<file path="config.mk">
export PLATFORM = sky130hd
export DESIGN_NAME = perm_selection_sequencer
export DESIGN_NICKNAME = d
export VERILOG_FILES = /design/src/rtl/perm_selection_sequencer.sv
export SDC_FILE = /design/constraint.sdc
export NUM_CORES = 1
export LEC_CHECK = 0
export CAP_MARGIN = 40
export CORE_AREA = 2 2 88 90
export CTS_CLUSTER_SIZE = 14
export DETAILED_ROUTE_END_ITERATION = 7
export DIE_AREA = 0 0 90 92
export PLACE_DENSITY = 0.77
export RECOVER_POWER = 50
export SETUP_SLACK_MARGIN = 0.15
export SYNTH_ARGS = -nofsm -noshare
export SYNTH_HDL_FRONTEND = slang
export SYNTH_SLANG_ARGS = --single-unit
</file>
<file path="constraint.sdc">
create_clock -name clk -period 2.7 [get_ports clk]
set_input_delay 0.54 -clock clk [delete_from_list [all_inputs] [get_ports clk]]
set_output_delay 0.54 -clock clk [all_outputs]
set_load 0.02 [all_outputs]
</file>
<file path="src/rtl/perm_selection_sequencer.sv">
// Selection-index sequencer for the safe permutation generator: draws an index
// (counter or rejection-sampled LFSR), offers it over valid/ready, then holds it
// for a programmable epoch.
//   state   | meaning
//   IDLE    | parked, selection keeps last value
//   DRAW    | produce a candidate index (random mode may take several cycles)
//   PRESENT | sel_valid high, waiting for sel_ready
//   HOLD    | epoch countdown before the next draw
module perm_selection_sequencer #(
  parameter int PERM_SIZE = 5,
  parameter int NUM_PERMS = 24,
  parameter int EPOCH_W = 16,
  parameter int LFSR_W = 16,
  parameter logic [LFSR_W-1:0] SEED = LFSR_W'(16'hACE1),
  parameter int MAX_REJECT = 8
) (
  input  logic                 clk,
  input  logic                 rst_n,
  input  logic                 enable,
  input  logic                 mode,
  input  logic [EPOCH_W-1:0]   epoch_len,
  input  logic                 seed_load,
  input  logic [LFSR_W-1:0]    seed_value,
  input  logic                 sel_ready,
  output logic [PERM_SIZE-1:0] selection,
  output logic                 sel_valid,
  output logic                 epoch_start
);

  localparam int RW = (MAX_REJECT < 2) ? 1 : $clog2(MAX_REJECT + 1);
  localparam logic [PERM_SIZE:0]   NUM_P  = (PERM_SIZE + 1)'(NUM_PERMS);
  localparam logic [PERM_SIZE-1:0] LAST_P = PERM_SIZE'(NUM_PERMS - 1);
  localparam logic [RW:0]          MAX_R  = (RW + 1)'(MAX_REJECT);
  localparam logic [LFSR_W-1:0]    POLY   = LFSR_W'(16'hB400);

  if (NUM_PERMS > (1 << PERM_SIZE)) begin : g_bad_num_perms
    $error("NUM_PERMS does not fit in PERM_SIZE bits");
  end
  if (NUM_PERMS < 1 || MAX_REJECT < 1) begin : g_bad_params
    $error("NUM_PERMS and MAX_REJECT must be at least 1");
  end

  typedef enum logic [1:0] {
    IDLE    = 2'd0,
    DRAW    = 2'd1,
    PRESENT = 2'd2,
    HOLD    = 2'd3
  } state_t;

  state_t               state_q, state_d;
  logic [PERM_SIZE-1:0] sel_d;
  logic                 valid_d;
  logic                 es_d;
  logic [EPOCH_W-1:0]   epoch_cnt, epoch_cnt_d;
  logic [PERM_SIZE-1:0] seq_next, seq_next_d;
  logic [RW-1:0]        reject_cnt, reject_cnt_d;
  logic [LFSR_W-1:0]    lfsr, lfsr_d;
  logic                 mode_q, mode_d;

  logic [PERM_SIZE-1:0] seq_adv;
  logic [PERM_SIZE-1:0] cand;
  logic                 cand_ok;
  logic [RW:0]          rej_inc;
  logic [LFSR_W-1:0]    lfsr_step;
  logic [LFSR_W-1:0]    seed_eff;

  assign seq_adv   = (seq_next == LAST_P) ? '0 : seq_next + PERM_SIZE'(1);
  assign cand      = lfsr[PERM_SIZE-1:0];
  assign cand_ok   = ({1'b0, cand} < NUM_P);
  assign rej_inc   = {1'b0, reject_cnt} + (RW + 1)'(1);
  assign lfsr_step = {1'b0, lfsr[LFSR_W-1:1]} ^ (lfsr[0] ? POLY : '0);
  assign seed_eff  = (seed_value == '0) ? SEED : seed_value;

  always_ff @(posedge clk or negedge rst_n) begin
    if (!rst_n) begin
      state_q     <= IDLE;
      selection   <= '0;
      sel_valid   <= 1'b0;
      epoch_start <= 1'b0;
      epoch_cnt   <= '0;
      seq_next    <= '0;
      reject_cnt  <= '0;
      lfsr        <= SEED;
      mode_q      <= 1'b0;
    end else begin
      state_q     <= state_d;
      selection   <= sel_d;
      sel_valid   <= valid_d;
      epoch_start <= es_d;
      epoch_cnt   <= epoch_cnt_d;
      seq_next    <= seq_next_d;
      reject_cnt  <= reject_cnt_d;
      lfsr        <= lfsr_d;
      mode_q      <= mode_d;
    end
  end

  always_comb begin
    state_d      = state_q;
    sel_d        = selection;
    valid_d      = sel_valid;
    es_d         = 1'b0;
    epoch_cnt_d  = epoch_cnt;
    seq_next_d   = seq_next;
    reject_cnt_d = reject_cnt;
    lfsr_d       = lfsr;
    mode_d       = mode_q;

    case (state_q)
      IDLE: begin
        if (enable) begin
          state_d = DRAW;
          mode_d  = mode;
        end
      end

      DRAW: begin
        if (!mode_q) begin
          sel_d      = seq_next;
          seq_next_d = seq_adv;
          valid_d    = 1'b1;
          state_d    = PRESENT;
        end else begin
          lfsr_d = lfsr_step;
          if (cand_ok) begin
            sel_d        = cand;
            reject_cnt_d = '0;
            valid_d      = 1'b1;
            state_d      = PRESENT;
          end else if (rej_inc >= MAX_R) begin
            // Too many misses in a row: fall back to the counter so the draw is bounded.
            sel_d        = seq_next;
            seq_next_d   = seq_adv;
            reject_cnt_d = '0;
            valid_d      = 1'b1;
            state_d      = PRESENT;
          end else begin
            reject_cnt_d = rej_inc[RW-1:0];
          end
        end
      end

      PRESENT: begin
        if (sel_ready) begin
          valid_d     = 1'b0;
          es_d        = 1'b1;
          epoch_cnt_d = (epoch_len == '0) ? '0 : epoch_len - EPOCH_W'(1);
          state_d     = HOLD;
        end
      end

      HOLD: begin
        if (epoch_cnt != '0) begin
          epoch_cnt_d = epoch_cnt - EPOCH_W'(1);
        end else if (enable) begin
          state_d = DRAW;
          mode_d  = mode;
        end else begin
          state_d = IDLE;
        end
      end

      default: state_d = IDLE;
    endcase

    if (seed_load) lfsr_d = seed_eff;
  end

endmodule
</file>
==> impl_metrics.py <==
metrics = {
    "run_status": {
        "outcome": "finished, final reports clean",
    },
    "critical_path": {
        "critPathRequiredTime_ns": 2.89,
        "critPathLaunch": "epoch_len[0]",
        "path_class": "input port to flip-flop",
        "cp-start-kind": "input port",
        "ff2ff_path_depth": 6,
        "ff2ff_setup_slack_ns": 0.55,
        "crit_fanout": 8,
        "regToRegStartpoint": "epoch_cnt[4]",
        "critPathCaptureType": "flip-flop",
        "r2r-end": "epoch_cnt[2]",
        "arrival_ns": 2.40,
    },
    "worst_hold_path": {
        "min_to": "reject_cnt[0]",
        "min_from": "reject_cnt[3]",
        "hp-class": "flip-flop to flip-flop",
        "hold_depth": 1,
    },
    "yosys": {
        "netlist_instances": 340,
        "netlist_area_sq_um": 3240,
        "synth_top_family_by_area": "simple AND/OR/NAND/NOR gates",
        "synth_xor_area_frac": 0.0406,
        "synth.most_common_cell": "dfrtp_1",
        "netlist_top_cells_area": "dfrtp_1 (33%), dfstp_2 (6.5%), ha_1 (4.6%)",
        "synth-simple-area-share": 0.207,
        "synth_top_cells_by_count": "dfrtp_1 (43), nor2_1 (30), nand2_1 (28), o21ai_1 (18), a21oi_1 (15)",
        "synth_area_per_cell_sq_um": 9.52,
        "synth_mux_area_frac": 0.0862,
        "synth_top_area_frac": 0.332,
        "yosysSeqAreaShare": 0.397,
        "synthArstFlopShare": 1.00,
        "synth-compound-area-share": 0.191,
        "synth-edff-count": 0,
        "synth-seq-cells": 51,
        "ys_types": 65,
        "yosys.area_share.adder": 0.0464,
        "syn_nets": 390,
        "synth_ff_type": "dfrtp_1",
        "yosysTopAreaCell": "dfrtp_1",
        "ys_warn_count": 0,
    },
    "sta": {
        "slew_violations": 0,
        "fin_crit_sh": 0.821,
        "tns_ns": 0,
        "rsz0062_at_grt": "no",
        "period_minus_slack_ns": 2.22,
        "worst_pin_slew_ns": 1.28,
        "max_slew_margin": 0.147,
        "holdWs_ns": 0.509,
        "setup_viol": 0,
        "timing.final.hold_violations": 0,
        "max_freq_mhz": 451,
        "finClkSkew_ns": 0.00918,
    },
    "layout": {
        "nFillCells": 684,
        "fin_area_sq_um": 3910,
        "area_growth_pct": 20.7,
        "nets": 437,
        "fin_cells": 490,
        "diodes": 0,
        "register_area_sq_um": 1290,
        "drive_above_1_share": 0.103,
        "multi_input_comb_area_sq_um": 1850,
    },
    "cts": {
        "cts-root-buf": "clkbuf_8",
        "htree_levels": 2,
        "clk_latency_ns": 0.30,
        "clkSlewWorstSetupHoldPaths_ns": 0.09,
        "cts_buffer_depth": 2,
        "cts_made_buffers": 5,
        "numClockSinks": 51,
        "postCtsHoldBufs": 0,
        "post_cts_buffers": 0,
        "cts_resized": 0,
        "cts_tree": "yes",
    },
    "die": {
        "start_util": 0.435,
        "coreArea_sq_um": 7450,
        "die_w_um": 90,
        "die_y_um": 92,
        "ioPinCount": 45,
        "dieArea_sq_um": 8280,
        "rows": 32,
    },
    "placed_design": {
        "placed_area_sq_um": 3820,
        "place_congestion": 0.869,
        "dp_hpwl_um": 5340,
        "post-place-cells": 482,
        "numPortBuffers": 44,
    },
    "detailed_routing": {
        "ant_nets": 0,
        "viasPerCell": 5.56,
        "wirelength_um": 7130,
        "vias": 2723,
        "drcViolationCount": 0,
        "drt-wirelength-per-cell_um": 14.5,
        "firstDrtPassIters": 4,
        "drt_iter0_drc": 96,
    },
    "global_route": {
        "antenna_found_initial": 0,
        "first_global_vias": 2682,
        "gr-total-overflow": 0,
        "grt_max_degree": 52,
        "grt_first_pass_wirelength_um": 12400,
        "track_usage": 0.179,
    },
    "power_and_ir_drop": {
        "vdd_drop_max_mv": 0.364,
        "leakagePower_nw": 1.60,
        "powerDensity_nw_per_um2": 942,
    },
    "flow_run": {
        "drv_cap": 0,
    },
}
[placed cells by master (no fill, tap or decap), types with 8 or more instances in the layout]
cell	count
dfstp_2	8
mux2_1	9
a21oi_1	15
inv_1	12
o21ai_0	14
xnor2_1	9
dfrtp_1	43
clkdlybuf4s50_1	42
ha_1	12
o21ai_1	18
nor2_1	30
nor4_1	8
mux2i_1	11
nand3_1	8
nand2_1	28
o22a_1	8
[power by group]
part	total (mW)	switching, mW	internal (mW)	leakage (nW)
logic	1.81	0.953	0.854	0.938
clock network	0.488	0.254	0.234	0.0505
registers	1.38	0.312	1.07	0.610
[sequential cells by signal, indices dropped and copies added (netlist names)]
register and count:
sel_valid 1, mode_q 1, state_q 2, reject_cnt 4
lfsr 16, epoch_start 1, epoch_cnt 16, selection 5
seq_next 5
[metal layers]
layer | vias up | global-route usage | part of all wire
li1 | 1352 | - | -
met1 | 1298 | 0.222 | 0.45
met2 | 68 | 0.319 | 0.50
met3 | 5 | 0.0329 | 0.043
met4 | 0 | 0.0500 | 0.0076
met5 | - | 0 | 0
[worst max-delay path, cell delays in order]
cell,delay (ns)
clkdlybuf4s50_1,0.45
inv_1,0.12
ha_1,0.16
nor4b_1,0.22
and4_1,0.27
or3_1,0.27
o32ai_1,0.11
a311o_1,0.28
[cell families after synthesis]
group,after synthesis
and+or+nand+nor,120
muxes,26
xor gates and xnor gates,15
adders and majority gates,12
buffers and inverters,25
AOI/OAI and AO/OA,91
DFF,51
[worst max path at each step]
stage | to | slack, ns | depth (start not counted)
2_1_floorplan | epoch_cnt[9] | 0.73 | 8
3_3_place_gp | epoch_cnt[8] | 0.25 | 8
3_5_place_dp | epoch_cnt[8] | 0.15 | 8
4_1_cts | epoch_cnt[8] | 0.49 | 8
5_1_grt | epoch_cnt[11] | 0.36 | 8
6_report | epoch_cnt[8] | 0.48 | 8
[area by class of cell]
type,instances,share of cell area
Sequential cell,51,0.329
Multi-Input combinational cell,264,0.473
Inverter,13,0.0125
Clock inverter,1,0.00192
Tap cell,102,0.0327
Timing Repair Buffer,52,0.126
Clock buffer,7,0.0247
[stage by stage]
step	utilization	total power, mW	worst slack [ns]
2_1_floorplan	-	2.68	0.732
3_3_place_gp	0.513	3.13	0.247
3_5_place_dp	0.513	3.21	0.149
4_1_cts	0.527	3.70	0.488
5_1_grt	0.525	3.98	0.363
6_report	0.525	3.68	0.482
No activity file was read; power rests on OpenSTA's default activity.
